$ cat src/rtl/stream_mux_rr.sv
// Selects one of NCH valid/ready streams onto one registered output stream.
// The channel is chosen either by an explicit index or by round-robin arbitration.
module stream_mux_rr #(
  parameter int unsigned WIDTH = 8,
  parameter int unsigned NCH   = 8,
  localparam int unsigned SELW = $clog2(NCH)
) (
  input  logic                 clk,
  input  logic                 rst_n,
  input  logic [NCH*WIDTH-1:0] in_data,
  input  logic [NCH-1:0]       in_valid,
  output logic [NCH-1:0]       in_ready,
  input  logic                 mode,
  input  logic [SELW-1:0]      sel,
  output logic [WIDTH-1:0]     out_data,
  output logic [SELW-1:0]      out_ch,
  output logic                 out_valid,
  input  logic                 out_ready
);

  logic [SELW-1:0]  last;
  logic [SELW-1:0]  gnt_idx;
  logic             gnt_any;
  logic [NCH-1:0]   grant;
  logic [WIDTH-1:0] sel_data;
  logic             load_en;
  int               idx;

  assign load_en  = !out_valid || out_ready;
  assign in_ready = load_en ? grant : '0;

  // Grant search: explicit index in mode 0, first valid after last in mode 1.
  always_comb begin
    gnt_idx = '0;
    gnt_any = 1'b0;
    idx     = 0;
    if (!mode) begin
      for (int i = 0; i < int'(NCH); i++) begin
        if (sel == SELW'(i) && in_valid[i]) begin
          gnt_any = 1'b1;
          gnt_idx = SELW'(i);
        end
      end
    end else begin
      for (int k = 1; k <= int'(NCH); k++) begin
        idx = (int'(last) + k) % int'(NCH);
        if (!gnt_any && in_valid[idx]) begin
          gnt_any = 1'b1;
          gnt_idx = SELW'(idx);
        end
      end
    end
  end

  always_comb begin
    grant    = '0;
    sel_data = '0;
    for (int i = 0; i < int'(NCH); i++) begin
      if (gnt_any && gnt_idx == SELW'(i)) begin
        grant[i] = 1'b1;
        sel_data = in_data[i*WIDTH +: WIDTH];
      end
    end
  end

  // Output register refills in the same cycle the held word drains.
  always_ff @(posedge clk or negedge rst_n) begin
    if (!rst_n) begin
      out_data  <= '0;
      out_ch    <= '0;
      out_valid <= 1'b0;
      last      <= SELW'(NCH - 1);
    end else if (load_en) begin
      if (gnt_any) begin
        out_data  <= sel_data;
        out_ch    <= gnt_idx;
        out_valid <= 1'b1;
        if (mode) begin
          last <= gnt_idx;
        end
      end else begin
        out_valid <= 1'b0;
      end
    end
  end

endmodule

$ cat config.mk
export PLATFORM = sky130hd
export DESIGN_NAME = stream_mux_rr
export DESIGN_NICKNAME = d
export VERILOG_FILES = /design/src/rtl/stream_mux_rr.sv
export SDC_FILE = /design/constraint.sdc
export NUM_CORES = 1
export LEC_CHECK = 0
export BUFFER_PORTS_ARGS = -buffer_cell sky130_fd_sc_hd__buf_2
export CORE_MARGIN = 8
export CORE_UTILIZATION = 45
export DETAILED_ROUTE_END_ITERATION = 10
export MAX_ROUTING_LAYER = met4
export PLACE_DENSITY = 0.79
export SLEW_MARGIN = 40
export SYNTH_ARGS = -nofsm -noshare
export SYNTH_HDL_FRONTEND = slang
export SYNTH_SLANG_ARGS = --single-unit
$ cat constraint.sdc
create_clock -name clk -period 5.21 [get_ports clk]
set_clock_uncertainty 0.15 [all_clocks]
set_input_delay 0.7815 -clock clk [delete_from_list [all_inputs] [get_ports clk]]
set_output_delay 0.7815 -clock clk [all_outputs]
set_load 0.02 [all_outputs]
Word level (Yosys, flattened, before mapping) --
Cells that the tools add are included.
Storage, ports and cells: input bits 79, register bits 15
Operators by class: multiplexer cells 82, add/subtract/negate cells 8, bitwise operators 8, $lt $le $gt $ge 8, reduce and logical (&&, ||, !) cells 44, eq/ne operators 14
Operators with widths (number):
- 8-bit 2-to-1 mux | 9
- 1-bit 2-to-1 mux | 50
- 3-bit 2-to-1 mux | 15
- 4-bit by 5-bit < comparator with 1-bit output, second input constant | 8
- 1-bit binary-select mux with 3-bit select | 8
- 3-bit equality test, second input constant | 8
- 3-bit OR reduction | 8
- 1-bit logical AND | 23
- 3-bit adder, second input constant | 4
- 3-bit by 2-bit equality test with 1-bit output, second input constant | 4
- 1-bit bitwise AND, first input constant | 8
- 1-bit zero test | 8
- 3-bit by 1-bit adder with 3-bit output, second input constant | 2
- 3-bit by 2-bit adder with 3-bit output, second input constant | 2
- 3-bit by 1-bit equality test with 1-bit output, second input constant | 2
- 3-bit zero test | 2
- 3-bit AND reduction | 1
- 2-bit AND reduction | 1
- 1-bit logical OR | 1

Longest topological paths before layout --
word-level depth 46, gate-level depth with buffers 18, depth with buffers taken out 12

Worst setup path after synthesis --
Ideal clock, no wire load.
path type reg2out, from register last[1], to output port in_ready[0], required time 4.279 ns, cell stages (with the launch flop) 15, arrival time 3.887 ns, path slack 0.391 ns, path through dfstp_2 > buf_2 > buf_2 > inv_1 > ha_1 > buf_2 > mux4_2 > mux2i_1 > o21ai_0 > a221o_1 > and3_1 > buf_4 > buf_6 > buf_2 > nor3_1
Between the ends: longest elaborated chain between the ends 38, elaborated cells on any way between the ends 75, classes of those cells add/sub: 8; mux: 51; reduce/logical: 16
RTL lines:
- from (decl) | RTL line 21 | logic [SELW-1:0] last;
- from (signal assigned) | RTL line 72 | last <= SELW'(NCH - 1);
- from (signal assigned) | RTL line 79 | last <= gnt_idx;
- 3-bit by 1-bit adder with 3-bit output | RTL line 46 | idx = (int'(last) + k) % int'(NCH);
- 1-bit binary-select mux with 3-bit select | RTL line 47 | if (!gnt_any && in_valid[idx]) begin
- 1-bit 2-to-1 mux (implied by the code) (2 in a row) | RTL line 47
- 1-bit 2-to-1 mux | RTL line 47
- 1-bit 2-to-1 mux | RTL line 37 | if (!mode) begin
- 1-bit zero test | RTL line 47
- 1-bit logical AND | RTL line 47
- 1-bit 2-to-1 mux | RTL line 47
- (+21 left out)
- 1-bit zero test | RTL line 47
- 1-bit logical AND | RTL line 47
- 3-bit 2-to-1 mux | RTL line 47
- 3-bit 2-to-1 mux | RTL line 37
- 3-bit zero test | RTL line 59 | if (gnt_any && gnt_idx == SELW'(i)) begin
- 1-bit logical AND * | RTL line 59
- 1-bit 2-to-1 mux * | RTL line 59
- 8-bit 2-to-1 mux * | RTL line 30 | assign in_ready = load_en ? grant : '0;
- to (decl) | RTL line 12 | output logic [NCH-1:0] in_ready,
Mark *: on every way between the ends. The rest lies on a longest branch, timed or not. The select of a mux whose other input is x is not followed.

Final worst setup path --
from register last[0], to output port in_ready[7]
Between the ends: longest elaborated chain between the ends 38, elaborated cells on any way between the ends 75, classes of those cells add/sub: 8; eq/ne: 1; mux: 51; reduce/logical: 15
RTL lines (RTL line):
- 3-bit by 1-bit adder with 3-bit output | 46
- 1-bit binary-select mux with 3-bit select | 47
- 1-bit 2-to-1 mux (implied by the code) (2 in a row) | 47
- 1-bit 2-to-1 mux | 47
- 1-bit 2-to-1 mux | 37
- 1-bit zero test | 47
- 1-bit logical AND | 47
- 1-bit 2-to-1 mux | 47
- (+21 left out)
- 1-bit zero test | 47
- 1-bit logical AND | 47
- 3-bit 2-to-1 mux | 47
- 3-bit 2-to-1 mux | 37
- 3-bit equality test | 59
- 1-bit logical AND * | 59
- 1-bit 2-to-1 mux * | 59
- 8-bit 2-to-1 mux * | 30
Marks and branches as above.

==> metrics.cfg <==
[clock_network]
hold_buffers = 0
tritoncts = built
clkLatencyLatePin_ps = 250
clockBufferDepth = 2
cts_made_buffers = 3
cts_root_buf = clkbuf_8
cts_max_level = 1
cts.sinks = 15
clk_pin_slew_ps = 70

[worst_setup_path]
worstPathMaxFanout = 11
cp_data_arrival_time_ps = 4020
criticalPathCategory = reg -> out
required_ps = 4280
crit_chain = inv_2, ha_2, mux4_2, mux2i_2, and4_2, a41oi_1, a31oi_1, o21a_2, or3_1, inv_2, buf_2
slowest_stage = mux4_2
cpMostUsedCell = inv_2
crit_path_end_kind = output port
path_buf_inv = 3
crit_path_max_incr_delay_ps = 590
start_kind = flop
cp_top_family = multiplexers

[routing]
wl_mm = 7.568
drtPass1Iterations = 4
drt_iter0_drc = 225
num_vias = 2433
route.detailed.drc = 0
antenna_left = 0
via_per_inst = 6.352
wl_per_cell_um = 19.76

[floorplan]
core_um2 = 4692
rows = 25
dieArea_um2 = 7347
io_pins = 99
start_util = 0.4661
die_w_um = 85.72
die_y_um = 85.72

[pwr]
p_leak_uw = 0.001299
ir_drop_v = 0.0004502
power-per-cell-area_nw_per_um2 = 676.6
finalPower_uw = 1841

[global_route]
grtUsageTotal = 0.2065
grt_pass1_wl_mm = 12.04
first_global_vias = 2465
grt_max_degree = 34
grt_overflow = 0
antenna_found_initial = 0

[timing]
period_needed_ps = 4955
grt_setup_unrepaired = no
hold_viol_final = 0
tightest_slew_ps = 763.3
final.period_utilization = 0.9510
holdWs_ps = 273.4
fmax_mhz = 201.8
worst_slack_ps = 255.4
maxSlewViolCount = 0
finalSetupViolations = 0
tns_ps = 0
maxSlewHeadroom = 0.4844

[yosys]
synth_seq_cells = 15
synth_fp_nets = 322
synthCells = 241
netlist_area_um2 = 2187
synth_cell_type_count = 53
synth_ff_type = dfrtp_1
ys_seq_area_frac = 0.1733
synth_edf_count = 0
avgSynthCellArea_um2 = 9.075
synth-async-reset-ratio = 1.000
yosysWarnings = 0

[placement]
place_ws_ps = 441.9
portBuffers = 98
dpl.hpwl_mm = 6.036
place_congestion = 0.9656

[cells_and_area]
final_cell_mix = 98 x buf_2, 27 x mux2i_1, 21 x nand2_1
layout_commonest_cell = buf_2
antennaDiodeCount = 0
area_growth_pct = 24.43
drive_above_1_share = 0.4377
finalNetCount = 411

[run]
cap_violations = 0

[outcome]
run_status = finished clean

[min_path]
hold_path_class = in -> async

synthesized netlist by cell type, types with 2 or more instances:
master	number	area, µm²
buf_4	4	30.03
inv_2	2	7.510
a31oi_1	3	18.77
xor2_1	2	17.52
nand2_1	21	78.83
nand3_1	5	25.02
and2_1	2	12.51
o31ai_1	3	22.52
nor2_1	12	45.04
and3_1	8	50.05
o22ai_1	5	31.28
a221oi_1	4	35.03
o21ai_0	14	70.07
mux2i_1	28	280.3
buf_6	3	33.78
mux2_2	6	67.56
dfstp_2	3	78.83
clkbuf_1	4	15.01
nor3_1	5	25.02
a41oi_1	2	17.52
o211a_1	3	30.03
a32oi_1	3	26.28
inv_1	5	18.77
a21o_1	7	52.55
a221o_1	2	20.02
nor2b_1	4	25.02
o21ai_1	2	10.01
dfrtp_1	12	300.3
mux4_2	17	382.9
ha_1	2	25.02
a21oi_1	14	70.07
a211oi_1	4	30.03
a22oi_1	3	22.52
buf_2	8	40.04
worst register-to-register path, cell delays in order (launching register included):
cell and delay, ps:
dfstp_2 540, inv_2 100, ha_2 460, mux4_2 590, mux2i_2 300, and4_2 400
a221o_1 220, and3_1 210, buf_4 380, mux2i_1 280, mux2i_1 90, a221oi_1 330
a21oi_1 130
state kept, by name (all words and copies together) (netlist names):
register   cells
last           3
out_data       8
out_ch         3
out_valid      1
per-stage QoR:
step,std cells,cell area [µm²],utilization
3_5_place_dp,379,2664,0.5677
4_1_cts,383,2710,0.5776
6_report,383,2721,0.5800
2_1_floorplan,241,2187,-
3_3_place_gp,379,2664,0.5677
5_1_grt,383,2721,0.5800
power breakdown:
group	internal [µW]	leakage [µW]	total, µW	switching (µW)
sequential	182	0.000173	235	53.3
clock	53.0	0.0000255	95.3	42.3
combinational	630	0.00110	1510	881
repair_timing:
action / in CTS / in global routing
endpoints found under the setup margin: 0 / 6
buffers inserted: 0 / 0
resized for setup: 0 / 3
routing by layer:
layer | track usage | vias to the layer above | wire length (µm)
met5 | - | - | 0
met4 | 0.06051 | 0 | 108
met3 | 0.02770 | 10 | 507
met2 | 0.3265 | 117 | 3832
met1 | 0.2682 | 1178 | 3119
li1 | - | 1128 | -
worst paths after layout:
kind	startpoint	end	slack [ps]	cells after the start
worst min register to register	out_ch[1]$_DFFE_PN0P_	out_ch[1]$_DFFE_PN0P_	360	2
worst max register to register	last[0]$_DFFE_PN1P_	out_data[5]$_DFFE_PN0P_	910	12
min in group clk	out_ch[1]$_DFFE_PN0P_	out_ch[1]$_DFFE_PN0P_	360	2
worst max-delay path	last[0]$_DFFE_PN1P_	in_ready[7]	260	11
max in group asynchronous	rst_n	last[2]$_DFFE_PN1P_	4330	1
worst min-delay path	rst_n	out_ch[1]$_DFFE_PN0P_	270	1
final cells by class:
class                           instances  area [µm²]
Tap cell                               54       67.56
Inverter                                7       26.28
Timing Repair Buffer                  103       528.0
Clock inverter                          1       5.005
Sequential cell                        15       379.1
Multi-Input combinational cell        200        1674
Clock buffer                            3       41.29
Fill cell                             426        1971
logic make-up after synthesis:
group	count (synthesis)	share of synthesized area
AND/OR/NAND/NOR	65	0.1487
buffers and inverters	26	0.06636
adder cells (fa/ha/maj)	2	0.01144
AO/OA/AOI/OAI	79	0.2540
multiplexers	51	0.3341
flip-flops	15	0.1733
XOR/XNOR	3	0.01202
No activity file was read; power rests on OpenSTA's default activity.
